$ cat config.mk
export PLATFORM = sky130hd
export DESIGN_NAME = bpsk_demodulator
export DESIGN_NICKNAME = d
export VERILOG_FILES = /design/src/rtl/bpsk_demodulator.sv
export SDC_FILE = /design/constraint.sdc
export NUM_CORES = 1
export LEC_CHECK = 0
export CORE_MARGIN = 5
export CORE_UTILIZATION = 45
export DETAILED_ROUTE_END_ITERATION = 6
export GPL_TIMING_DRIVEN = 0
export SYNTH_ARGS = -nofsm -noshare
export SYNTH_HDL_FRONTEND = slang
export SYNTH_SLANG_ARGS = --single-unit
$ cat constraint.sdc
create_clock -name clk -period 5.55 [get_ports clk]
set_input_delay 1.665 -clock clk [delete_from_list [all_inputs] [get_ports clk]]
set_output_delay 1.665 -clock clk [all_outputs]
set_load 0.01 [all_outputs]
$ cat src/rtl/bpsk_demodulator.sv
// Coherent BPSK receiver. Each incoming sample is multiplied by the local
// sine reference, and the products are summed over one symbol of
// SAMPLE_NUMBER samples. The sign of the sum is the decided bit
// (+sine -> 1, -sine or zero -> 0). Decided bits are shifted MSB-first
// into DATA_WIDTH-bit words.
//
// Pipeline: front end (acceptance / phase check) -> stage 1 (product)
// -> stage 2 (accumulate / decide) -> output stage (bit + word packing).
// A phase discontinuity or a drop of en while locked flushes every stage
// and returns the receiver to IDLE. The receiver then waits for a fresh
// phase-0 sample. DATA_WIDTH must be at least 2.
module bpsk_demodulator #(
  parameter int SAMPLE_NUMBER = 256,
  parameter int SAMPLE_WIDTH  = 12,
  parameter int DATA_WIDTH    = 12,
  parameter int CNT_WIDTH     = $clog2(SAMPLE_NUMBER)
) (
  input  logic                    clk,
  input  logic                    arst,
  input  logic                    en,
  input  logic [SAMPLE_WIDTH-1:0] sample_in,
  input  logic                    sample_valid,
  input  logic [SAMPLE_WIDTH-1:0] sin_in,
  input  logic [CNT_WIDTH-1:0]    cnt_in,
  output logic                    bit_out,
  output logic                    bit_valid,
  output logic [DATA_WIDTH-1:0]   data_out,
  output logic                    data_valid,
  output logic                    sync_err,
  output logic                    busy
);

  localparam int PROD_W = 2 * SAMPLE_WIDTH;
  // A full symbol of worst-case products fits in PROD_W + CNT_WIDTH bits.
  localparam int ACC_W  = PROD_W + CNT_WIDTH;
  localparam int BC_W   = (DATA_WIDTH > 1) ? $clog2(DATA_WIDTH) : 1;
  localparam logic [CNT_WIDTH-1:0] LAST_PH  = CNT_WIDTH'(SAMPLE_NUMBER - 1);
  localparam logic [BC_W-1:0]      LAST_BIT = BC_W'(DATA_WIDTH - 1);

  typedef enum logic {IDLE = 1'b0, ACCUM = 1'b1} state_t;

  // Front-end state
  state_t                 state_q, state_d;
  logic [CNT_WIDTH-1:0]   phase_q, phase_d;

  // Stage 1: registered product
  logic                   s1_vld_q, s1_vld_d;
  logic                   s1_last_q, s1_last_d;
  logic signed [PROD_W-1:0] s1_prod_q, s1_prod_d;

  // Stage 2: accumulator and pending decision
  logic signed [ACC_W-1:0] acc_q, acc_d;
  logic                   dec_vld_q, dec_vld_d;
  logic                   dec_q, dec_d;

  // Output stage: bit and word packing
  logic [BC_W-1:0]        bcnt_q, bcnt_d;
  logic [DATA_WIDTH-1:0]  sh_q, sh_d;
  logic [DATA_WIDTH-1:0]  data_q, data_d;
  logic                   bit_q, bit_d;
  logic                   bitv_q, bitv_d;
  logic                   datav_q, datav_d;
  logic                   serr_q, serr_d;

  // Datapath and control nets
  logic signed [SAMPLE_WIDTH-1:0] rx_s, ref_s;
  logic signed [PROD_W-1:0]       prod;
  logic signed [ACC_W-1:0]        sum;
  logic                           sum_pos;
  logic accept, at_zero, in_phase, sync_hit, abort, flush, feed;

  // Offset binary -> two's complement is an MSB flip.
  assign rx_s  = {~sample_in[SAMPLE_WIDTH-1], sample_in[SAMPLE_WIDTH-2:0]};
  assign ref_s = {~sin_in[SAMPLE_WIDTH-1], sin_in[SAMPLE_WIDTH-2:0]};
  assign prod  = PROD_W'(rx_s) * PROD_W'(ref_s);
  assign sum   = acc_q + ACC_W'(s1_prod_q);
  // Strictly positive only. A zero correlation (tie) decides 0.
  assign sum_pos = !sum[ACC_W-1] && (sum != '0);

  // Front end: accept samples, track expected phase, detect loss of sync
  always_comb begin
    accept   = en & sample_valid;
    at_zero  = (cnt_in == '0);
    in_phase = (cnt_in == phase_q);
    sync_hit = (state_q == ACCUM) && accept && !in_phase;
    abort    = (state_q == ACCUM) && !en;
    flush    = sync_hit | abort;
    // A phase-0 sample always (re)starts a symbol, even on top of a sync
    // error. Otherwise only in-phase samples are taken while locked.
    feed     = accept && (at_zero || ((state_q == ACCUM) && in_phase));
    state_d  = state_q;
    phase_d  = phase_q;
    if (feed) begin
      state_d = ACCUM;
      phase_d = cnt_in + CNT_WIDTH'(1);
    end else if (flush) begin
      state_d = IDLE;
      phase_d = '0;
    end
  end

  // Stage 1: capture the product with its valid and end-of-symbol flags
  always_comb begin
    s1_vld_d  = feed;
    s1_last_d = feed && (cnt_in == LAST_PH);
    s1_prod_d = feed ? prod : s1_prod_q;
  end

  // Stage 2: accumulate; on the last product decide and restart at zero
  always_comb begin
    acc_d     = acc_q;
    dec_vld_d = 1'b0;
    dec_d     = dec_q;
    if (flush) begin
      // The in-flight symbol is dropped, including a last product
      // arriving together with the error.
      acc_d = '0;
    end else if (s1_vld_q) begin
      if (s1_last_q) begin
        dec_vld_d = 1'b1;
        dec_d     = sum_pos;
        acc_d     = '0;
      end else begin
        acc_d = sum;
      end
    end
  end

  // Output stage: present the decided bit and pack it into the word
  always_comb begin
    bit_d   = bit_q;
    bitv_d  = 1'b0;
    datav_d = 1'b0;
    data_d  = data_q;
    sh_d    = sh_q;
    bcnt_d  = bcnt_q;
    serr_d  = sync_hit;
    if (flush) begin
      // Resync discards the partial word and any decision still pending.
      sh_d   = '0;
      bcnt_d = '0;
    end else if (dec_vld_q) begin
      bit_d  = dec_q;
      bitv_d = 1'b1;
      sh_d   = {sh_q[DATA_WIDTH-2:0], dec_q};
      if (bcnt_q == LAST_BIT) begin
        bcnt_d  = '0;
        data_d  = sh_d;
        datav_d = 1'b1;
      end else begin
        bcnt_d = bcnt_q + BC_W'(1);
      end
    end
  end

  // State and pipeline registers
  always_ff @(posedge clk or posedge arst) begin
    if (arst) begin
      state_q   <= IDLE;
      phase_q   <= '0;
      s1_vld_q  <= 1'b0;
      s1_last_q <= 1'b0;
      s1_prod_q <= '0;
      acc_q     <= '0;
      dec_vld_q <= 1'b0;
      dec_q     <= 1'b0;
    end else begin
      state_q   <= state_d;
      phase_q   <= phase_d;
      s1_vld_q  <= s1_vld_d;
      s1_last_q <= s1_last_d;
      s1_prod_q <= s1_prod_d;
      acc_q     <= acc_d;
      dec_vld_q <= dec_vld_d;
      dec_q     <= dec_d;
    end
  end

  // Output and packing registers
  always_ff @(posedge clk or posedge arst) begin
    if (arst) begin
      bcnt_q  <= '0;
      sh_q    <= '0;
      data_q  <= '0;
      bit_q   <= 1'b0;
      bitv_q  <= 1'b0;
      datav_q <= 1'b0;
      serr_q  <= 1'b0;
    end else begin
      bcnt_q  <= bcnt_d;
      sh_q    <= sh_d;
      data_q  <= data_d;
      bit_q   <= bit_d;
      bitv_q  <= bitv_d;
      datav_q <= datav_d;
      serr_q  <= serr_d;
    end
  end

  assign bit_out    = bit_q;
  assign bit_valid  = bitv_q;
  assign data_out   = data_q;
  assign data_valid = datav_q;
  assign sync_err   = serr_q;
  assign busy       = (state_q == ACCUM);

endmodule
Word-level counts from Yosys, hierarchy flattened
Index checks and enable logic that the tools add are counted.
{ "classes": {"mul": 1, "bitwise": 5, "eq_ne": 3, "n_addsub": 3, "mux": 20, "n_reduce_logical": 19} }
{ "ops": {"columns": ["cell", "count"], "rows": [
  ["two-way mux 32 bit", 3],
  ["adder 32 x 24 -> 32 bit", 1],
  ["nonzero test 32 bit", 1],
  ["multiplier 12 x 12 -> 24 bit", 1],
  ["two-way mux 11 bit", 2],
  ["two-way mux 8 bit", 2],
  ["two-way mux 4 bit", 3],
  ["two-way mux 1 bit", 10],
  ["adder 8 x 1 -> 8 bit (second input constant)", 1],
  ["== test 8 bit", 1],
  ["== test 8 bit (second input constant)", 1],
  ["zero test 8 bit", 1],
  ["logical AND 1 bit", 7],
  ["AND reduction 3 bit", 2],
  ["nonzero test 2 bit", 3],
  ["adder 4 x 1 -> 4 bit (second input constant)", 1],
  ["== test 4 bit (second input constant)", 1],
  ["zero test 1 bit", 3],
  ["inverter 1 bit", 3],
  ["AND reduction 2 bit", 1],
  ["bitwise AND 1 bit", 1],
  ["logical OR 1 bit", 1],
  ["OR 1 bit", 1]
]} }
{ "word_totals": {"in_bits": 36, "out_inout_bits": 17, "regBits": 100, "elab_cells": 66} }

Depth between registers and ports, before layout
Gate-level depths: netlist of the first run.
{ "logic_depth": {"ltp_word": 6, "ltp_mapped": 23, "mapped_depth_nobuf": 22} }

Worst setup path after synthesis of the first run
OpenSTA, ideal clock, no wires.
{ "synth_timing": {"kind": "in2reg", "start": "input sin_in[2]", "end": "register s1_prod_q[23]", "path_buffers": 1, "required_ps": 5468, "path_stages": 21, "path_slack_ps": -1260, "t_arrival_ps": 6728, "path_cell_list": "clkbuf_1 nand2_1 fa_1 inv_1 ha_1 fa_1 inv_1 fa_1 fa_1 inv_1 ha_1 nor2b_1 o21ai_0 a21oi_1 o21ai_0 a21oi_1 a211oi_1 nor3_1 o311a_1 or3_1 a31oi_1"} }
{ "synth_between": {"elab_chain_len": 1} }
{ "synth_rtl": {"columns": ["item", "line_no", "text"], "rows": [
  ["from (decl)", "23", "input logic [SAMPLE_WIDTH-1:0] sin_in,"],
  ["multiplier 12 x 12 -> 24 bit", "75", "assign prod = PROD_W'(rx_s) * PROD_W'(ref_s);"],
  ["to (signal assigned)", "172", "s1_prod_q <= s1_prod_d;"],
  ["to (decl)", "49", "logic signed [PROD_W-1:0] s1_prod_q, s1_prod_d;"]
]} }
No other way between the ends.
A chain may end at the register's enable or synchronous reset.

Worst setup path after layout of the first run
{ "layout_timing": {"start": "input sample_in[5]", "end": "register s1_prod_q[19]"} }
{ "layout_between": {"elab_chain_len": 1} }
{ "layout_rtl": {"columns": ["item", "line_no", "text"], "rows": [
  ["from (decl)", "21", "input logic [SAMPLE_WIDTH-1:0] sample_in,"],
  ["multiplier 12 x 12 -> 24 bit", "75", null]
]} }
No other way between the ends.

==> results of run 1 <==
synthesized netlist by cell type, drive strengths merged (7+ instances only):
| cell | number | area share |
|---|---|---|
| and3 | 8 | 0.0045 |
| and2 | 45 | 0.025 |
| xnor2 | 36 | 0.028 |
| xor2 | 17 | 0.013 |
| or2 | 7 | 0.0039 |
| mux2i | 13 | 0.011 |
| dfrtp | 100 | 0.22 |
| o21ai | 63 | 0.028 |
| fa | 139 | 0.24 |
| a211oi | 9 | 0.0059 |
| nand2 | 216 | 0.071 |
| nand3 | 26 | 0.012 |
| a22o | 19 | 0.015 |
| inv | 185 | 0.061 |
| ha | 85 | 0.094 |
| or3 | 10 | 0.0059 |
| nor3 | 19 | 0.0088 |
| nor2 | 56 | 0.018 |
| a31oi | 9 | 0.0050 |
| clkbuf | 43 | 0.014 |
| a21o | 16 | 0.011 |
| nand2b | 8 | 0.0044 |
| o31ai | 10 | 0.0066 |
| a21oi | 39 | 0.018 |
worst max-delay path: cells and delay by family:
kind            cells  cell delay [ps]
simple gates        4              440
fa+ha+maj           6             2370
buf+inv            10              870
compound gates      7             1060
per-layer routing:
layer / wire length (µm) / up-vias / GRT usage
met5: 0 / - / 0
met4: 846 / 0 / 0.06300
met3: 854 / 54 / 0.01308
met2: 13900 / 202 / 0.3569
met1: 13180 / 4459 / 0.2806
li1: - / 4482 / -
repair_timing:
item / in CTS / in global routing
buffers inserted: 76 / 9
pin swaps: 92 / 37
gates resized for setup: 244 / 45
endpoints found under the setup margin: 15 / 14
cloned: 10 / 0
cell families after synthesis:
kind of cell,Yosys count,synth area share
xor gates and xnor gates,53,0.04082
AOI/OAI and AO/OA,216,0.1289
muxes,15,0.01342
buffers and inverters,235,0.07999
DFF,100,0.2200
adders and majority gates,224,0.3382
and+or+nand+nor,433,0.1786
state kept, by name (all words and copies together), names as in the netlist, 4 cells and up:
| register | cells |
|---|---|
| acc_q | 32 |
| s1_prod_q | 24 |
| data_out | 12 |
| bcnt_q | 4 |
| sh_q | 11 |
| phase_q | 8 |
power groups by stage:
stage	logic (W)	clock network [W]	registers [W]
2_1_floorplan	0.00322	0	0.000802
3_3_place_gp	0.00389	0	0.000814
3_5_place_dp	0.00393	0	0.000815
4_1_cts	0.00520	0.000623	0.000801
5_1_grt	0.00621	0.000653	0.000806
6_report	0.00559	0.000607	0.000801
through the flow:
stage | instances | TNS [ps] | worst slack, ps
detailed placement | 1659 | -17850 | -1653
finish | 1766 | -3962 | -622.5
floorplan | 1276 | -3773 | -628.7
CTS | 1760 | -3295 | -626.4
global placement | 1658 | -61630 | -1588
global route | 1766 | -5916 | -779.4
cell type report:
cell class | count | area share
multi-input cells | 941 | 0.5997
flip-flops and latches | 100 | 0.1750
repair buffers | 144 | 0.09161
inverters | 186 | 0.04917
plain buffers | 49 | 0.03579
well taps | 330 | 0.02887
clock buffers | 10 | 0.01671
clock inverters | 6 | 0.003150
worst paths after layout:
check / start / end / slack (ps) / cells after the start
max in group asynchronous: arst / phase_q[6] / 3140 / 3
hold reg to reg: sh_q[10] / data_out[11] / 470 / 2
min in group asynchronous: arst / acc_q[28] / 1720 / 2
hold / removal: sh_q[10] / data_out[11] / 470 / 2
setup / recovery: sample_in[5] / s1_prod_q[19] / -620 / 27
setup reg to reg: s1_prod_q[0] / dec_q / 1730 / 12
==> impl_metrics.env, run 1 <==
export IMPL_p_int_w=0.003902
export IMPL_critPathMaxStageDelay_ps=500
export IMPL_setup_viol=10
export IMPL_p_leak_nw=6.904
export IMPL_arrival_ps=6410
export IMPL_crit_slowest_cell="fa_1"
export IMPL_avgSynthCellArea_um2=8.912
export IMPL_fill_cells=2252
export IMPL_drtIter0Drc=429
export IMPL_maxCapViolations=0
export IMPL_synth_seq_area_share=0.2200
export IMPL_routedWlPerCell_um=16.30
export IMPL_startpoint_type="input port"
export IMPL_clkLatencyLatePin_ps=350
export IMPL_initial_utilization=0.4542
export IMPL_finalCriticalPeriod_ps=6172
export IMPL_rows=58
export IMPL_ctsHoldBuffers=0
export IMPL_clock_path_buffers=2
export IMPL_dr_pass1_iters=5
export IMPL_final_hold_viol_count=0
export IMPL_async_flop_share=1.000
export IMPL_num_io_pins=53
export IMPL_dpl_hpwl_um=21380
export IMPL_p_per_area_mw_per_mm2=489.4
export IMPL_cts_sink_count=100
export IMPL_power_switching_w=0.003097
export IMPL_whs_ps=474.3
export IMPL_yosysWarnings=0
export IMPL_die_h_um=169.0
export IMPL_path_class="in -> reg"
export IMPL_finalMaxSlewViolations=0
export IMPL_grt_max_degree=62
export IMPL_cts_root_buf="clkbuf_16"
export IMPL_p_clk_frac=0.087
export IMPL_ir_worst_vdd_mv=0.4196
export IMPL_place_area_mm2=0.01272
export IMPL_outcome="complete, but fails checks"
export IMPL_worst_clock_skew_ps=9.091
export IMPL_layout_commonest_cell="nand2_1"
export IMPL_clock_fmax_mhz=162.0
export IMPL_core_region_area_mm2=0.02504
export IMPL_viasPerCell=5.208
export IMPL_final_cell_mix="nand2_1, inv_1, fa_1"
export IMPL_port_buffers=52
export IMPL_die_w_um=169.0
export IMPL_synth_edf_count=0
export IMPL_insertedDiodeCount=0
export IMPL_drive_above_1_share=0.2214
export IMPL_antenna_found_initial=0
export IMPL_postLayoutCoreUtil=0.5712
export IMPL_rsz0062_at_grt="true"
export IMPL_seq_area_mm2=0.002502
export IMPL_critPathMostFrequentCell="inv_2"
export IMPL_cts_htree_levels=3
export IMPL_switching_share=0.4424
export IMPL_route_detailed_drc=0
export IMPL_place_congestion=0.9033
export IMPL_synth_distinct_cells=76
export IMPL_ys_seq_elements=100
export IMPL_period_share=1.112
export IMPL_syn_inst=1276
export IMPL_area_growth_pct=25.75
export IMPL_via_count=9197
export IMPL_fin_total_pwr_w=0.006999
export IMPL_grt_pass1_wl_um=48430
export IMPL_numCtsBuffers=9
export IMPL_violations="setup timing"
export IMPL_end_kind="flip-flop"
export IMPL_comb_power_share=0.799
export IMPL_detail_route_antenna_nets=0
export IMPL_grt_use_total=0.2065
export IMPL_cts_tree="yes"
export IMPL_wl_um=28780
export IMPL_grt_pass1_vias=9536
export IMPL_fin_nets=1691
export IMPL_seqPwrFrac=0.114
export IMPL_overflow=0
export IMPL_cp_required_ps=5790
export IMPL_synth_nets=1536
export IMPL_synth_ff_type="dfrtp_1"
export IMPL_slew_headroom=0.4720
export IMPL_syn_area_mm2=0.01137
export IMPL_crit_fanout=5
export IMPL_hp_class="reg -> reg"
export IMPL_die_area_mm2=0.02855
export IMPL_finalInstanceArea_mm2=0.01430
export IMPL_setup_slack_ps=-622.5
export IMPL_tightest_slew_ps=785.0
export IMPL_multi_input_area_mm2=0.008576
export IMPL_path_clk_slew_ps=70
Note: power is estimated with default switching activity, not from simulation.
==> run 2, diff against run 1 <==
- HOLD_SLACK_MARGIN: unset -> 0.12
- PLACE_DENSITY: unset -> 0.66
==> run 2 against run 1 <==
Effect of this change:
- the flow still finishes with violations (setup timing)
- utilization up 1.1 points
- sequential share of layout area down 0.34 points
- flip-flop and latch count unchanged
- die area unchanged
- clock power up 0.7%
- setup slack worse by 66 ps
- clock skew down 1.8 ps
- total power up 0.60%
- fmax down 1.1%
- register-to-register slack better by 100 ps
- non-clock buffer count up 26
- largest cell class unchanged
==> impl_metrics.env, run 2 (synthesis gave the netlist of run 1 again) <==
export IMPL_clock_fmax_mhz=160.3
export IMPL_area_growth_pct=28.23
export IMPL_worstPathCellList="buf_8 -> buf_8 -> buf_4 -> buf_4 -> nor2_2 -> fa_1 -> fa_1 -> fa_1 -> fa_1 -> fa_1 -> ha_4 -> buf_4 -> or3_1 -> o21ai_2 -> nor3_4 -> o311a_1 -> or3_1 -> a31oi_1"
export IMPL_hold_start="data_out[2]"
export IMPL_p_leak_nw=7.054
export IMPL_viasPerCell=5.331
export IMPL_antenna_found_initial=0
export IMPL_whs_ps=475.4
export IMPL_power_switching_w=0.003141
export IMPL_place_congestion=0.9290
export IMPL_rows=58
export IMPL_crit_slowest_cell="fa_1"
export IMPL_arrival_ps=6510
export IMPL_initial_utilization=0.4542
export IMPL_p_int_w=0.003900
export IMPL_seq_area_mm2=0.002502
export IMPL_finalMaxSlewViolations=0
export IMPL_final_cell_mix="nand2_1, inv_1, fa_1"
export IMPL_path_class="in -> reg"
export IMPL_path_buf_inv=5
export IMPL_clock_path_buffers=2
export IMPL_drive_above_1_share=0.2450
export IMPL_startpoint_type="input port"
export IMPL_route_detailed_drc=0
export IMPL_ir_worst_vdd_mv=0.4646
export IMPL_dpl_hpwl_um=21340
export IMPL_worst_clock_skew_ps=7.258
export IMPL_die_h_um=169.0
export IMPL_setup_slack_ps=-688.5
export IMPL_min_to="data_out[2]"
export IMPL_hp_class="reg -> reg"
export IMPL_routedWlPerCell_um=16.84
export IMPL_grt_pass1_vias=9886
export IMPL_hold_depth=2
export IMPL_postLayoutCoreUtil=0.5825
export IMPL_tightest_slew_ps=674.8
export IMPL_slew_headroom=0.5501
export IMPL_end_kind="flip-flop"
export IMPL_via_count=9548
export IMPL_p_per_area_mw_per_mm2=482.8
export IMPL_largest_register="acc_q"
export IMPL_maxCapViolations=0
export IMPL_reg2reg_depth=12
export IMPL_core_region_area_mm2=0.02504
export IMPL_worst_r2r_setup_slack_ps=1830
export IMPL_clkLatencyLatePin_ps=350
export IMPL_multi_input_area_mm2=0.008607
export IMPL_outcome="complete, but fails checks"
export IMPL_setup_viol=12
export IMPL_fin_nets=1717
export IMPL_grt_use_total=0.2114
export IMPL_fill_cells=2115
export IMPL_finalCriticalPeriod_ps=6239
export IMPL_comb_power_share=0.800
export IMPL_seqPwrFrac=0.114
export IMPL_critPathMaxStageDelay_ps=580
export IMPL_path_clk_slew_ps=70
export IMPL_numCtsBuffers=9
export IMPL_cts_htree_levels=3
export IMPL_insertedDiodeCount=0
export IMPL_overflow=0
export IMPL_die_w_um=169.0
export IMPL_layout_commonest_cell="nand2_1"
export IMPL_violations="setup timing"
export IMPL_die_area_mm2=0.02855
export IMPL_grt_max_degree=53
export IMPL_cts_sink_count=100
export IMPL_p_clk_frac=0.087
export IMPL_ctsHoldBuffers=0
export IMPL_detail_route_antenna_nets=0
export IMPL_r2r_start="s1_prod_q[0]"
export IMPL_switching_share=0.4461
export IMPL_final_hold_viol_count=0
export IMPL_num_io_pins=53
export IMPL_crit_fanout=4
export IMPL_dr_pass1_iters=5
export IMPL_drtIter0Drc=639
export IMPL_cp_required_ps=5820
export IMPL_period_share=1.124
export IMPL_critPathTopFamily="adder cells"
export IMPL_r2r_end="dec_q"
export IMPL_rsz0062_at_grt="true"
export IMPL_wl_um=30160
export IMPL_largest_reg_flops=32
export IMPL_cts_tree="yes"
export IMPL_port_buffers=52
export IMPL_critPathMostFrequentCell="fa_1"
export IMPL_cts_root_buf="clkbuf_16"
export IMPL_grt_pass1_wl_um=49540
run 2: changes by cell type in the layout (fill, tap and decap cells not counted), moves of 3 or more:
cell	previous run	this run
buf_4	70	88
buf_8	7	17
nand2_1	192	185
clkbuf_8	18	12
buf_6	29	34
and2_1	37	33
and2_4	8	12
nand2_2	18	22
buf_12	2	5
clkbuf_16	14	11
inv_1	153	150
nand2_4	6	9
run 2: what timing repair did:
action,CTS,global route
setup endpoints to repair,15,14
endpoints found under the hold margin,0,0
resized for setup,238,82
buffers inserted,88,23
gates cloned,10,0
pin swaps,101,66
run 2: worst min-delay path, delay by kind of cell, from the launching register on:
family / cells / cell delay [ps]
DFF: 1 / 340
and+or+nand+nor: 2 / 100
run 2: worst max-delay path by stage:
stage	depth (start not counted)	from	slack, ps	endpoint
5_1_grt	26	sample_in[7]	-870	s1_prod_q[19]
3_3_place_gp	21	sin_in[8]	-1560	s1_prod_q[23]
2_1_floorplan	21	sin_in[0]	-630	s1_prod_q[23]
6_report	18	sample_in[5]	-690	s1_prod_q[23]
4_1_cts	20	sample_in[10]	-630	s1_prod_q[23]
3_5_place_dp	21	sin_in[8]	-1590	s1_prod_q[23]
run 2: power groups by stage:
stage | Clock (W) | Sequential (W) | Combinational [W]
CTS | 0.000624 | 0.000801 | 0.00522
global placement | 0 | 0.000813 | 0.00387
global route | 0.000652 | 0.000806 | 0.00622
detailed placement | 0 | 0.000814 | 0.00395
finish | 0.000611 | 0.000800 | 0.00563
floorplan | 0 | 0.000802 | 0.00322
run 2: through the flow:
stage | setup slack, ps | TNS [ps] | power (W) | std cells | instance area (µm²)
2_1_floorplan | -628.7 | -3773 | 0.004020 | 1276 | 11760
3_3_place_gp | -1560 | -50730 | 0.004681 | 1658 | 12690
3_5_place_dp | -1595 | -16970 | 0.004760 | 1659 | 12720
4_1_cts | -631.5 | -3988 | 0.006649 | 1769 | 14180
5_1_grt | -867.8 | -6991 | 0.007678 | 1791 | 14580
6_report | -688.5 | -5147 | 0.007041 | 1791 | 14580
run 2: layer usage:
metal  vias up  track usage  wire (µm)
met5         -            0          0
met2       268       0.3642      14620
li1       4530            -          -
met1      4663       0.2773      13170
met4         0      0.08155       1241
met3        87      0.01938       1133
run 2: area by class of cell:
type	count	share of cell area
buffer	49	0.03338
clock buffer	9	0.01544
clock inverter	6	0.004118
inverter	186	0.04839
multi-input combinational	941	0.5902
sequential	100	0.1716
tap	330	0.02831
timing repair buffer	170	0.1085
==> run 3, diff against run 2 <==
- DONT_BUFFER_PORTS: unset -> 1
- PLACE_DENSITY: 0.66 -> 0.64
==> run 3 against run 2 <==
Effect of this change:
- the run still ends with setup timing left
- critical path depth grew 6
- first-iteration DRC count decreased by 26%
- combinational power is 9.2% lower
- cell count down 7.5%
- global-route usage decreased by 2.2 points
- sequential power barely moved
- hold slack better by 12 ps
- critical endpoint is now s1_prod_q[20]
==> impl_metrics.env, run 3 (synthesis gave the netlist of run 1 again) <==
export IMPL_place_congestion=0.8855
export IMPL_rows=58
export IMPL_initial_utilization=0.4542
export IMPL_fin_nets=1582
export IMPL_dr_pass1_iters=5
export IMPL_final_hold_viol_count=0
export IMPL_hp_class="reg -> reg"
export IMPL_finalMaxSlewViolations=0
export IMPL_ir_worst_vdd_mv=0.3931
export IMPL_insertedDiodeCount=0
export IMPL_clock_fmax_mhz=167.4
export IMPL_dpl_hpwl_um=21080
export IMPL_finalNonFillerCells=1657
export IMPL_via_count=8772
export IMPL_largest_register="acc_q"
export IMPL_period_share=1.076
export IMPL_tns_ps=-2234
export IMPL_tightest_slew_ps=691.3
export IMPL_area_growth_pct=17.16
export IMPL_startpoint_type="input port"
export IMPL_slew_headroom=0.5392
export IMPL_whs_ps=487.3
export IMPL_cp_required_ps=5770
export IMPL_setup_viol=9
export IMPL_final_cell_mix="nand2_1, inv_1, fa_1"
export IMPL_drive_above_1_share=0.1613
export IMPL_cts_root_buf="clkbuf_16"
export IMPL_p_leak_nw=6.428
export IMPL_grt_pass1_vias=9129
export IMPL_port_buffers=0
export IMPL_finalCriticalPeriod_ps=5973
export IMPL_route_detailed_drc=0
export IMPL_violations="setup timing"
export IMPL_maxCapViolations=0
export IMPL_dp_cells=1607
export IMPL_worst_clock_skew_ps=10.59
export IMPL_die_area_mm2=0.02855
export IMPL_grt_max_degree=61
export IMPL_cts_sink_count=100
export IMPL_layout_commonest_cell="nand2_1"
export IMPL_core_region_area_mm2=0.02504
export IMPL_drtIter0Drc=473
export IMPL_outcome="complete, but fails checks"
export IMPL_num_io_pins=53
export IMPL_detail_route_antenna_nets=0
export IMPL_wl_um=26770
export IMPL_viasPerCell=5.294
export IMPL_path_clk_slew_ps=70
export IMPL_numCtsBuffers=9
export IMPL_cts_htree_levels=3
export IMPL_antenna_found_initial=0
export IMPL_clkLatencyLatePin_ps=350
export IMPL_cts_tree="yes"
export IMPL_die_w_um=169.0
export IMPL_grt_use_total=0.1894
export IMPL_fin_total_pwr_w=0.006536
export IMPL_path_class="in -> reg"
export IMPL_setup_slack_ps=-423.0
export IMPL_die_h_um=169.0
export IMPL_routedWlPerCell_um=16.16
export IMPL_crit_fanout=6
export IMPL_p_per_area_mw_per_mm2=490.6
export IMPL_grt_pass1_wl_um=44930
export IMPL_postLayoutCoreUtil=0.5322
export IMPL_clock_path_buffers=2
export IMPL_arrival_ps=6190
export IMPL_overflow=0
export IMPL_end_kind="flip-flop"
export IMPL_rsz0062_at_grt="true"
export IMPL_largest_reg_flops=32
## run 3: worst paths after layout
kind,startpoint,to,slack (ps),cells past startpoint
worst max register to register,s1_prod_q[0],dec_q,1920,12
worst max-delay path,sin_in[2],s1_prod_q[20],-420,24
worst min register to register,sh_q[10],data_out[11],490,2
max in group asynchronous,arst,acc_q[1],3630,2
worst min-delay path,sh_q[10],data_out[11],490,2
min in group asynchronous,arst,acc_q[28],1250,1
## run 3: per-layer routing
layer  global-route usage  vias up  part of all wire
met5                    0        -                 0
met4              0.04165        0             0.018
met3              0.02219       32             0.032
met2               0.3278      174              0.48
met1               0.2573     4298              0.47
li1                     -     4268                 -
## run 3: worst max-delay path, cell delays in order
cell	delay, ps
clkbuf_16	130
nand2_4	50
fa_1	540
inv_2	40
ha_4	260
inv_2	30
fa_1	470
inv_1	40
ha_1	280
inv_2	40
fa_1	480
buf_4	160
inv_2	50
ha_4	180
a21o_1	180
a21oi_2	170
o21ai_2	80
a211o_1	320
nand4_1	180
a31oi_4	140
a211o_1	290
a21oi_2	150
xor2_1	170
o21ai_1	80
## run 3: area by class of cell
cell class	count	area, µm²
buffer	49	641.9
clock buffer	9	225.2
clock inverter	7	67.56
fill	2264	11710
inverter	186	703.2
multi-input combinational	941	8464
sequential	100	2502
tap	330	412.9
timing repair buffer	35	306.5
## run 3: through the flow
| step | worst slack (ps) | instance area [µm²] |
|---|---|---|
| 2_1_floorplan | -628.7 | 11760 |
| 3_3_place_gp | -959.5 | 12170 |
| 3_5_place_dp | -985.1 | 12200 |
| 4_1_cts | -365.6 | 13150 |
| 5_1_grt | -614.0 | 13320 |
| 6_report | -423.0 | 13320 |
## run 3: what timing repair did
item                                   in CTS  in global routing
gates cloned                                0                  1
hold buffers                                0                  0
setup endpoints to repair                   9                 12
resized for setup                          97                 16
endpoints found under the hold margin       0                  0
setup buffers                              22                 12
pin swaps                                  66                 23
## run 3: power by group
group / internal [W] / switching, W / leakage, nW / total [W]
logic: 0.00251 / 0.00260 / 4.97 / 0.00511
clock network: 0.000316 / 0.000309 / 0.139 / 0.000625
registers: 0.000768 / 0.0000317 / 1.32 / 0.000800
